===== config.mk =====
export PLATFORM = sky130hd
export DESIGN_NAME = imm_gen_pipe
export DESIGN_NICKNAME = d
export VERILOG_FILES = /design/src/rtl/imm_pkg.sv /design/src/rtl/imm_gen_pipe_decode.sv /design/src/rtl/imm_gen_pipe.sv
export SDC_FILE = /design/constraint.sdc
export NUM_CORES = 1
export LEC_CHECK = 0
export ABC_AREA = 1
export CAP_MARGIN = 10
export CORE_MARGIN = 3
export CORE_UTILIZATION = 43
export DETAILED_ROUTE_END_ITERATION = 7
export PLACE_DENSITY = 0.81
export SLEW_MARGIN = 20
export SYNTH_ARGS = -nofsm -noshare
export SYNTH_HDL_FRONTEND = slang
export SYNTH_SLANG_ARGS = --single-unit

===== constraint.sdc =====
create_clock -name clk -period 2 [get_ports clk]
set_clock_uncertainty 0.15 [all_clocks]
set_input_delay 0.4 -clock clk [delete_from_list [all_inputs] [get_ports clk]]
set_output_delay 0.4 -clock clk [all_outputs]
set_load 0.005 [all_outputs]

===== src/rtl/imm_pkg.sv =====
// Shared definitions for the pipelined immediate generator.
// Holds the base-ISA major opcodes, the immediate-type code and the entry
// record that flows through the head/skid registers.
package imm_pkg;

  localparam logic [6:0] OP_LOAD   = 7'b0000011;
  localparam logic [6:0] OP_STORE  = 7'b0100011;
  localparam logic [6:0] OP_BRANCH = 7'b1100011;
  localparam logic [6:0] OP_JAL    = 7'b1101111;
  localparam logic [6:0] OP_JALR   = 7'b1100111;
  localparam logic [6:0] OP_IMM    = 7'b0010011;
  localparam logic [6:0] OP_LUI    = 7'b0110111;
  localparam logic [6:0] OP_AUIPC  = 7'b0010111;
  localparam logic [6:0] OP_SYSTEM = 7'b1110011;
  localparam logic [6:0] OP_REG    = 7'b0110011;
  localparam logic [6:0] OP_FENCE  = 7'b0001111;

  // Entry fields are sized for the widest legal configuration; the top level
  // slices them down to XLEN / TAG_W on the way out.
  localparam int IMM_MAX_W = 64;
  localparam int TAG_MAX_W = 64;

  typedef enum logic [2:0] {
    IMM_NONE  = 3'd0,
    IMM_I     = 3'd1,
    IMM_S     = 3'd2,
    IMM_B     = 3'd3,
    IMM_U     = 3'd4,
    IMM_J     = 3'd5,
    IMM_SHAMT = 3'd6,
    IMM_CSR   = 3'd7
  } imm_type_e;

  typedef struct packed {
    logic [IMM_MAX_W-1:0] imm;
    imm_type_e            imm_type;
    logic                 illegal;
    logic [TAG_MAX_W-1:0] tag;
  } imm_entry_t;

endpackage


===== src/rtl/imm_gen_pipe_decode.sv =====
// imm_decode: purely combinational immediate decoder.
// Ports:
//   insn  - 32-bit instruction word
//   entry - decoded immediate (sign-extended to 64 bits, or zero-extended
//           for shift/CSR forms), type code and illegal flag; tag is zero
// Parameter XLEN only affects the shift-amount width (5 bits for RV32,
// 6 bits for RV64); everything else is extended to 64 bits and the caller
// keeps the low XLEN bits, which are the correct XLEN-wide extension.
module imm_decode
  import imm_pkg::*;
#(
  parameter int XLEN = 32
) (
  input  logic [31:0] insn,
  output imm_entry_t  entry
);

  logic [6:0]  opcode_s;
  logic [2:0]  funct3_s;
  logic [63:0] imm_i_s;
  logic [63:0] imm_s_s;
  logic [63:0] imm_b_s;
  logic [63:0] imm_u_s;
  logic [63:0] imm_j_s;
  logic [63:0] imm_shamt_s;
  logic [63:0] imm_csr_s;

  assign opcode_s = insn[6:0];
  assign funct3_s = insn[14:12];

  assign imm_i_s     = {{52{insn[31]}}, insn[31:20]};
  assign imm_s_s     = {{52{insn[31]}}, insn[31:25], insn[11:7]};
  assign imm_b_s     = {{51{insn[31]}}, insn[31], insn[7], insn[30:25], insn[11:8], 1'b0};
  assign imm_u_s     = {{32{insn[31]}}, insn[31:12], 12'd0};
  assign imm_j_s     = {{43{insn[31]}}, insn[31], insn[19:12], insn[20], insn[30:21], 1'b0};
  assign imm_shamt_s = (XLEN == 32) ? {59'd0, insn[24:20]} : {58'd0, insn[25:20]};
  assign imm_csr_s   = {59'd0, insn[19:15]};

  // Opcode/funct3 selection of the immediate form.
  always_comb begin
    entry          = '0;
    entry.imm_type = IMM_NONE;
    entry.illegal  = 1'b0;
    case (opcode_s)
      OP_LOAD, OP_JALR: begin
        entry.imm      = imm_i_s;
        entry.imm_type = IMM_I;
      end
      OP_IMM: begin
        // funct3 001/101 are SLLI/SRLI/SRAI: the field is a shift amount
        if ((funct3_s == 3'b001) || (funct3_s == 3'b101)) begin
          entry.imm      = imm_shamt_s;
          entry.imm_type = IMM_SHAMT;
        end else begin
          entry.imm      = imm_i_s;
          entry.imm_type = IMM_I;
        end
      end
      OP_STORE: begin
        entry.imm      = imm_s_s;
        entry.imm_type = IMM_S;
      end
      OP_BRANCH: begin
        entry.imm      = imm_b_s;
        entry.imm_type = IMM_B;
      end
      OP_LUI, OP_AUIPC: begin
        entry.imm      = imm_u_s;
        entry.imm_type = IMM_U;
      end
      OP_JAL: begin
        entry.imm      = imm_j_s;
        entry.imm_type = IMM_J;
      end
      OP_SYSTEM: begin
        // funct3[2] set selects the CSR*I forms carrying a 5-bit zimm
        if (funct3_s[2]) begin
          entry.imm      = imm_csr_s;
          entry.imm_type = IMM_CSR;
        end else begin
          entry.imm      = 64'd0;
          entry.imm_type = IMM_NONE;
        end
      end
      OP_REG, OP_FENCE: begin
        entry.imm      = 64'd0;
        entry.imm_type = IMM_NONE;
      end
      default: begin
        entry.imm      = 64'd0;
        entry.imm_type = IMM_NONE;
        entry.illegal  = 1'b1;
      end
    endcase
  end

endmodule


===== src/rtl/imm_gen_pipe.sv =====
// imm_gen_pipe: one-cycle pipelined immediate generator with a 2-entry
// skid buffer (head = output register, skid = one overflow entry).
// Ports:
//   clk, reset (sync, active high), flush_i (drops held entries)
//   in_valid_i / in_ready_o / in_insn_i / in_tag_i   - instruction input
//   out_valid_o / out_ready_i                        - result handshake
//   out_imm_o / out_type_o / out_illegal_o / out_tag_o - result fields
// in_ready_o is a flop (not skid-full), so out_ready_i never reaches it
// combinationally.
module imm_gen_pipe
  import imm_pkg::*;
#(
  parameter int XLEN   = 32,
  parameter int DWIDTH = 32,
  parameter int TAG_W  = 32
) (
  input  logic              clk,
  input  logic              reset,
  input  logic              flush_i,
  input  logic              in_valid_i,
  output logic              in_ready_o,
  input  logic [DWIDTH-1:0] in_insn_i,
  input  logic [TAG_W-1:0]  in_tag_i,
  output logic              out_valid_o,
  input  logic              out_ready_i,
  output logic [XLEN-1:0]   out_imm_o,
  output logic [2:0]        out_type_o,
  output logic              out_illegal_o,
  output logic [TAG_W-1:0]  out_tag_o
);

  imm_entry_t dec_s;
  imm_entry_t new_entry_s;
  imm_entry_t head_r;
  imm_entry_t skid_r;
  imm_entry_t head_next_s;
  imm_entry_t skid_next_s;
  logic       head_valid_r;
  logic       skid_valid_r;
  logic       in_ready_r;
  logic       head_valid_next_s;
  logic       skid_valid_next_s;
  logic       accept_s;
  logic       leave_s;
  logic       unused_s;

  imm_decode #(.XLEN(XLEN)) u_decode (
    .insn  (in_insn_i[31:0]),
    .entry (dec_s)
  );

  assign accept_s = in_valid_i & in_ready_r;
  assign leave_s  = head_valid_r & out_ready_i;

  // Attach the pass-through tag to the freshly decoded entry.
  always_comb begin
    new_entry_s     = dec_s;
    new_entry_s.tag = TAG_MAX_W'(in_tag_i);
  end

  // Head/skid next-state: flush wins, then refill head, else spill to skid.
  always_comb begin
    head_next_s       = head_r;
    skid_next_s       = skid_r;
    head_valid_next_s = head_valid_r;
    skid_valid_next_s = skid_valid_r;
    if (flush_i) begin
      head_valid_next_s = 1'b0;
      skid_valid_next_s = 1'b0;
    end else if (!head_valid_r || leave_s) begin
      // Skid full implies in_ready was low, so no accept can collide here.
      if (skid_valid_r) begin
        head_next_s       = skid_r;
        head_valid_next_s = 1'b1;
        skid_valid_next_s = 1'b0;
      end else if (accept_s) begin
        head_next_s       = new_entry_s;
        head_valid_next_s = 1'b1;
      end else begin
        head_valid_next_s = 1'b0;
      end
    end else begin
      if (accept_s) begin
        skid_next_s       = new_entry_s;
        skid_valid_next_s = 1'b1;
      end else begin
        skid_valid_next_s = skid_valid_r;
      end
    end
  end

  // State registers; in_ready is registered from the next skid state.
  always_ff @(posedge clk) begin
    if (reset) begin
      head_r       <= '0;
      skid_r       <= '0;
      head_valid_r <= 1'b0;
      skid_valid_r <= 1'b0;
      in_ready_r   <= 1'b1;
    end else begin
      head_r       <= head_next_s;
      skid_r       <= skid_next_s;
      head_valid_r <= head_valid_next_s;
      skid_valid_r <= skid_valid_next_s;
      in_ready_r   <= ~skid_valid_next_s;
    end
  end

  assign in_ready_o    = in_ready_r;
  assign out_valid_o   = head_valid_r;
  assign out_imm_o     = head_r.imm[XLEN-1:0];
  assign out_type_o    = head_r.imm_type;
  assign out_illegal_o = head_r.illegal;
  assign out_tag_o     = head_r.tag[TAG_W-1:0];

  // Bits above XLEN / TAG_W / 32 are intentionally not consumed.
  assign unused_s = ^{head_r.imm, head_r.tag, in_insn_i};

endmodule


==> flow_summary_export.csv, run 1 <==
group,metric,value,unit
sta,hold_viol,0,
critical_path,endpoint_kind,"output pin",
global_routing,grt_start_max_net_pins,69,
power_and_ir_drop,p_leak,4.44,nW
global_routing,grt_pass1_wl,33000,um
final_layout,fin_cells,1373,
final_layout,regArea,2780,sq um
critical_path,r2r-end,"skid_r[97]",
sta,setup_tns,0,ps
critical_path,crit_family,"buffers and inverters",
final_layout,antenna_cells,0,
clock_network,clockBufferDepth,2,
critical_path,crit_start,"out_imm_o[3]",
detailed_routing,ant_nets,0,
clock_network,cts_buffers,17,
clock_network,h-tree-depth,4,
place,dp_hpwl,13100,um
clock_network,root_buffer,"clkbuf_16",
power_and_ir_drop,vdd.ir_drop.worst,640,uV
yosys,syn_inst,1015,
final_layout,multi_input_area,3380,sq um
run,maxCapViolCount,0,
die,initial_core_util,44.4,%
sta,holdWs,312,ps
critical_path,cp.required,1450,ps
final_layout,num-nets-final,1219,
sta,fin_crit_sh,95.0,%
detailed_routing,dr.pass1.iters,5,
yosys,syn_area_per_cell,6.72,sq um
detailed_routing,via_per_inst,5.27,
worst_hold_path,hold_start,"skid_r[29]",
status,status,"finished, final reports clean",
global_routing,grt_antenna_before_repair,0,
place,place_inst,1342,
clock_network,cts_tree,"yes",
critical_path,cp-start-kind,"flop",
critical_path,path_depth,1,
sta,worst_slew_pin_slew,783,ps
yosys,synth_cell_types,24,
global_routing,grt_pass1_vias,6697,
global_routing,grtUsageMet2,36.3,%
yosys,synth_seq_area_share,40.8,%
final_layout,drive_gt1_share,11.4,%
clock_network,clk_pin_slew,60,ps
sta,fmax,0.526,GHz
die,die_x,132,um
global_routing,track_usage,22.8,%
critical_path,slowest_delay,530,ps
sta,period_minus_slack,1900,ps
clock_network,post_cts_buffers,0,
critical_path,cp.arrival,1350,ps
sta,setup_violations,0,
die,fp.dieH,132,um
critical_path,critPathCapture,"out_imm_o[3]",
final_layout,n_fill_cell,1357,
clock_network,clk_latency,410,ps
die,die_area,17400,sq um
detailed_routing,dr_total_vias,7233,
yosys,yosys_warnings,0,
worst_hold_path,hold_path.class,"flop to flop",
critical_path,cp_cell_sequence,"clkdlybuf4s50_1",
clock_network,clkSinkCount,139,
die,core,15400,sq um
critical_path,r2r_slack,250,ps
critical_path,crit_buf_inv,1,
critical_path,worstSetupPathType,"flop to output pin",
yosys,synth_area,6820,sq um
critical_path,r2r-start,"out_valid_o",
critical_path,path_max_fanout,2,
global_routing,grt.busiest_layer,"met2",
yosys,synth-seq-cells,139,
place,place_congestion,0.938,
place,io_buffers,138,
detailed_routing,routedWlPerCell,14.7,um
sta,finalWorstSetupSlack,100,ps
final_layout,syn_to_final_growth,36.4,%
detailed_routing,routed_wl,20200,um
detailed_routing,drtIter0Drc,655,
critical_path,critPathSlowestCell,"clkdlybuf4s50_1",
global_routing,use_met1,30.3,%
final_layout,postLayoutCellArea,9310,sq um
die,rows,45,
global_routing,use_met3,4.69,%
die,ios,139,
place,placed_cell_area,8700,sq um
global_routing,overflow,0,
sta,slew_headroom,47.8,%
sta,drv_slew,0,
detailed_routing,drc,0,
critical_path,r2r_cells,8,
place,post-place-ws,-318,ps
power_and_ir_drop,power_density,737,nW/um^2
yosys,syn_nets,1084,
[per-stage QoR]
step / power, mW / util, %
6_report: 6.86 / 60.5
3_5_place_dp: 3.83 / 56.6
4_1_cts: 6.88 / 60.4
5_1_grt: 7.10 / 60.5
2_1_floorplan: 3.32 / -
3_3_place_gp: 3.82 / 56.6
[tightest hold or removal path: stages (launching register included)]
cell     delay (ps)
dfxtp_1         300
nand2_1          50
a31oi_1          70
[logic make-up (layout without fill, tap and decap cells)]
| group | after synthesis | count (layout) | share of synthesized area (%) |
|---|---|---|---|
| AO/OA/AOI/OAI | 252 | 252 | 19.2 |
| buffers and inverters | 156 | 303 | 10.0 |
| flip-flops | 139 | 139 | 40.8 |
| AND/OR/NAND/NOR | 468 | 468 | 30.0 |
[layer usage]
layer	up-vias	share of wire, %
li1	3574	-
met1	3302	43
met2	321	47
met3	36	7.9
met4	0	2.0
met5	-	0
[area by class of cell]
type	instances	area share, %
clock buffer	20	4.91
multi-input combinational	720	36.4
clock inverter	11	1.30
timing repair buffer	194	21.5
tap	211	2.84
inverter	78	3.17
sequential	139	29.9
[where the power goes]
part	internal [mW]	switching (mW)
sequential	2.89	0.0607
combinational	0.445	0.396
clock	1.89	1.19
total	5.22	1.64
[what timing repair did]
item	4_1_cts	5_1_grt
hold buffers	0	0
resized for setup	0	11
setup endpoints to repair	0	19
[cells in the final DEF (no fill, tap or decap), types with 3 or more instances in the layout]
master / instances
nand3_2: 21
buf_4: 40
clkdlybuf4s50_1: 137
inv_1: 69
clkinv_4: 3
nor2_4: 3
clkinv_2: 4
nor2_2: 3
a31oi_1: 33
o21ai_0: 136
nand3b_1: 7
clkbuf_16: 17
nand2_2: 5
a21oi_1: 79
buf_12: 15
dfxtp_1: 138
nor2_1: 177
nand2_1: 183
nand3_1: 65
inv_2: 7
[worst min path at each step]
stage                               end  slack (ps)  cells after the start
after floorplan           out_tag_o[27]         300                      2
after global placement     out_tag_o[9]         300                      2
after detailed placement   out_tag_o[9]         310                      2
after CTS                 out_tag_o[29]         310                      2
after global routing      out_tag_o[25]         330                      2
final                     out_tag_o[29]         310                      2
[synth_stat cells]
| master | number | area [sq um] |
|---|---|---|
| nand2_1 | 185 | 694 |
| nor3_1 | 2 | 10.0 |
| a31oi_1 | 33 | 206 |
| clkbuf_1 | 37 | 139 |
| inv_1 | 71 | 267 |
| o21ai_0 | 138 | 691 |
| nand3b_1 | 7 | 52.6 |
| nand2_2 | 3 | 18.8 |
| a21oi_2 | 1 | 8.76 |
| a21oi_1 | 79 | 395 |
| inv_2 | 6 | 22.5 |
| nand2_4 | 1 | 11.3 |
| nor2_4 | 1 | 11.3 |
| dfxtp_1 | 139 | 2780 |
| nand3_2 | 21 | 210 |
| nor2_2 | 4 | 25.0 |
| buf_6 | 3 | 33.8 |
| o21ai_2 | 1 | 8.76 |
| clkinv_1 | 1 | 3.75 |
| nor2_1 | 178 | 668 |
| buf_2 | 27 | 135 |
| buf_4 | 11 | 82.6 |
| nor2_8 | 1 | 20.0 |
| nand3_1 | 65 | 325 |
[registers in the layout (all words and copies together), names as in the netlist]
| name | cells |
|---|---|
| out_type_o | 3 |
| out_imm_o | 32 |
| skid_valid_r | 1 |
| out_tag_o | 32 |
| skid_r | 68 |
| out_illegal_o | 1 |
| out_valid_o | 1 |
| in_ready_o | 1 |
No activity file was read; power rests on OpenSTA's default activity.
==> inputs of run 2 (changes only) <==
ABC_CLOCK_PERIOD_IN_PS = 2000   (was default)
REMOVE_ABC_BUFFERS = 1   (was default)
==> flow_summary_export.csv, run 2 (synthesis results as in run 1) <==
group,metric,value,unit
global_routing,track_usage,21.7,%
die,die_x,132,um
power_and_ir_drop,comb_power_share,11.8,%
detailed_routing,dr.pass1.iters,5,
final_layout,layout_common_cells,"nand2_1 (183), nor2_1 (177), dfxtp_1 (138), clkdlybuf4s50_1 (138), o21ai_0 (136)",
place,placed_cell_area,8620,sq um
place,io_buffers,138,
die,ios,139,
detailed_routing,routedWlPerCell,13.9,um
critical_path,crit_buf_inv,4,
power_and_ir_drop,swShare,23.2,%
sta,setup_violations,0,
sta,setup_tns,0,ps
final_layout,num-nets-final,1215,
power_and_ir_drop,power_switching,1.61,mW
power_and_ir_drop,power_frac_clock,45.9,%
detailed_routing,drc,0,
critical_path,cp.required,2190,ps
clock_network,clkSinkCount,139,
critical_path,cp.arrival,2080,ps
clock_network,cts_tree,"yes",
final_layout,n_fill_cell,1405,
final_layout,fin_util,60.2,%
critical_path,cp-start-kind,"primary input",
critical_path,worstSetupPathType,"primary input to flop",
place,dp_hpwl,12500,um
clock_network,root_buffer,"clkbuf_16",
power_and_ir_drop,p_seq_share,42.3,%
die,initial_core_util,44.4,%
clock_network,h-tree-depth,4,
power_and_ir_drop,power_density,751,nW/um^2
critical_path,critPathSlowestCell,"clkdlybuf4s50_1",
detailed_routing,dr_total_vias,6992,
sta,drv_slew,0,
final_layout,final_common_cell,"nand2_1",
global_routing,grt_pass1_wl,31600,um
sta,worst_slew_pin_slew,799,ps
die,rows,45,
final_layout,postLayoutCellArea,9250,sq um
final_layout,fin_cells,1369,
die,fp.dieH,132,um
sta,fmax,0.529,GHz
worst_hold_path,hold_path.class,"flop to flop",
sta,slew_headroom,46.8,%
sta,rsz0062_at_grt,"false",
final_layout,largest_register,"skid_r",
critical_path,cp_cell_sequence,"clkdlybuf4s50_1 -> inv_2 -> buf_4 -> nor2_1 -> buf_6 -> nand3_1 -> nand2_1 -> nor2_1 -> nand3_2 -> nand2_1 -> a21oi_1",
global_routing,grt_pass1_vias,6380,
critical_path,slowest_delay,510,ps
final_layout,drive_gt1_share,11.1,%
power_and_ir_drop,p_int,5.33,mW
final_layout,antenna_cells,0,
clock_network,clk_pin_slew,60,ps
place,place_inst,1338,
critical_path,crit_family,"buffers and inverters",
global_routing,grt_start_max_net_pins,69,
final_layout,syn_to_final_growth,35.6,%
clock_network,clk_latency,410,ps
clock_network,clockBufferDepth,2,
global_routing,overflow,0,
critical_path,path_max_fanout,16,
clock_network,cts_buffers,17,
power_and_ir_drop,vdd.ir_drop.worst,707,uV
global_routing,grt_antenna_before_repair,0,
power_and_ir_drop,p_leak,4.40,nW
detailed_routing,via_per_inst,5.11,
sta,period_minus_slack,1890,ps
sta,fin_crit_sh,94.5,%
detailed_routing,drtIter0Drc,443,
die,core,15400,sq um
place,post-place-ws,-390,ps
status,status,"finished, final reports clean",
detailed_routing,routed_wl,19000,um
sta,hold_viol,0,
die,die_area,17400,sq um
sta,finalWorstSetupSlack,109,ps
run,maxCapViolCount,0,
detailed_routing,ant_nets,0,
critical_path,endpoint_kind,"flop",
final_layout,largest_reg_flops,68,
clock_network,post_cts_buffers,0,
place,place_congestion,0.899,
-- run 2: final cells by class --
| type | instances | area, sq um | area share, % |
|---|---|---|---|
| multi-input cells | 720 | 3390 | 36.6 |
| repair buffers | 190 | 1920 | 20.8 |
| flip-flops and latches | 139 | 2780 | 30.1 |
| well taps | 211 | 264 | 2.85 |
| inverters | 78 | 293 | 3.16 |
| clock buffers | 20 | 457 | 4.94 |
| clock inverters | 11 | 145 | 1.57 |
-- run 2: timing repair --
action | 4_1_cts | 5_1_grt
setup endpoints to repair | 0 | 42
resized for setup | 0 | 10
hold buffers | 0 | 0
-- run 2: power by group through the flow --
stage,logic (mW),registers [mW],clock network [mW]
floorplan,0.280,3.00,0
global placement,0.806,3.00,0
detailed placement,0.814,3.00,0
CTS,0.820,2.94,3.26
global route,0.902,2.95,3.38
finish,0.822,2.94,3.18
-- run 2: metrics by stage --
step | hold WS [ps] | total power, mW
3_3_place_gp | 303 | 3.80
5_1_grt | 329 | 7.23
6_report | 316 | 6.95
3_5_place_dp | 307 | 3.81
2_1_floorplan | 303 | 3.28
4_1_cts | 316 | 7.02
-- run 2: worst paths after layout --
check / start / to / slack [ps] / depth (start not counted)
setup / recovery: in_insn_i[4] / out_imm_o[25] / 110 / 11
hold / removal: skid_r[13] / out_tag_o[13] / 320 / 2
hold reg to reg: skid_r[13] / out_tag_o[13] / 320 / 2
setup reg to reg: out_valid_o / skid_r[89] / 330 / 9
-- run 2: tightest hold or removal path: cells and delay by family (launching register included) --
family           cells  cell delay, ps
flip-flops           1             300
AO/OA/AOI/OAI        1              70
AND/OR/NAND/NOR      1              50
-- run 2: per-layer routing --
metal  up-vias  wire length [um]  global-route usage [%]
li1       3565                 -                       -
met3        20              1330                    4.73
met4         0               253                    6.83
met5         -                 0                       0
met2       238              8660                    34.2
met1      3169              8740                    29.7
==> inputs of run 3 (changes only) <==
GPL_TIMING_DRIVEN = 1   (was default)
SLEW_MARGIN = default   (was 20)
==> results of run 3 <==
No change in the layout: final DEF, timing and power equal those of run 2.
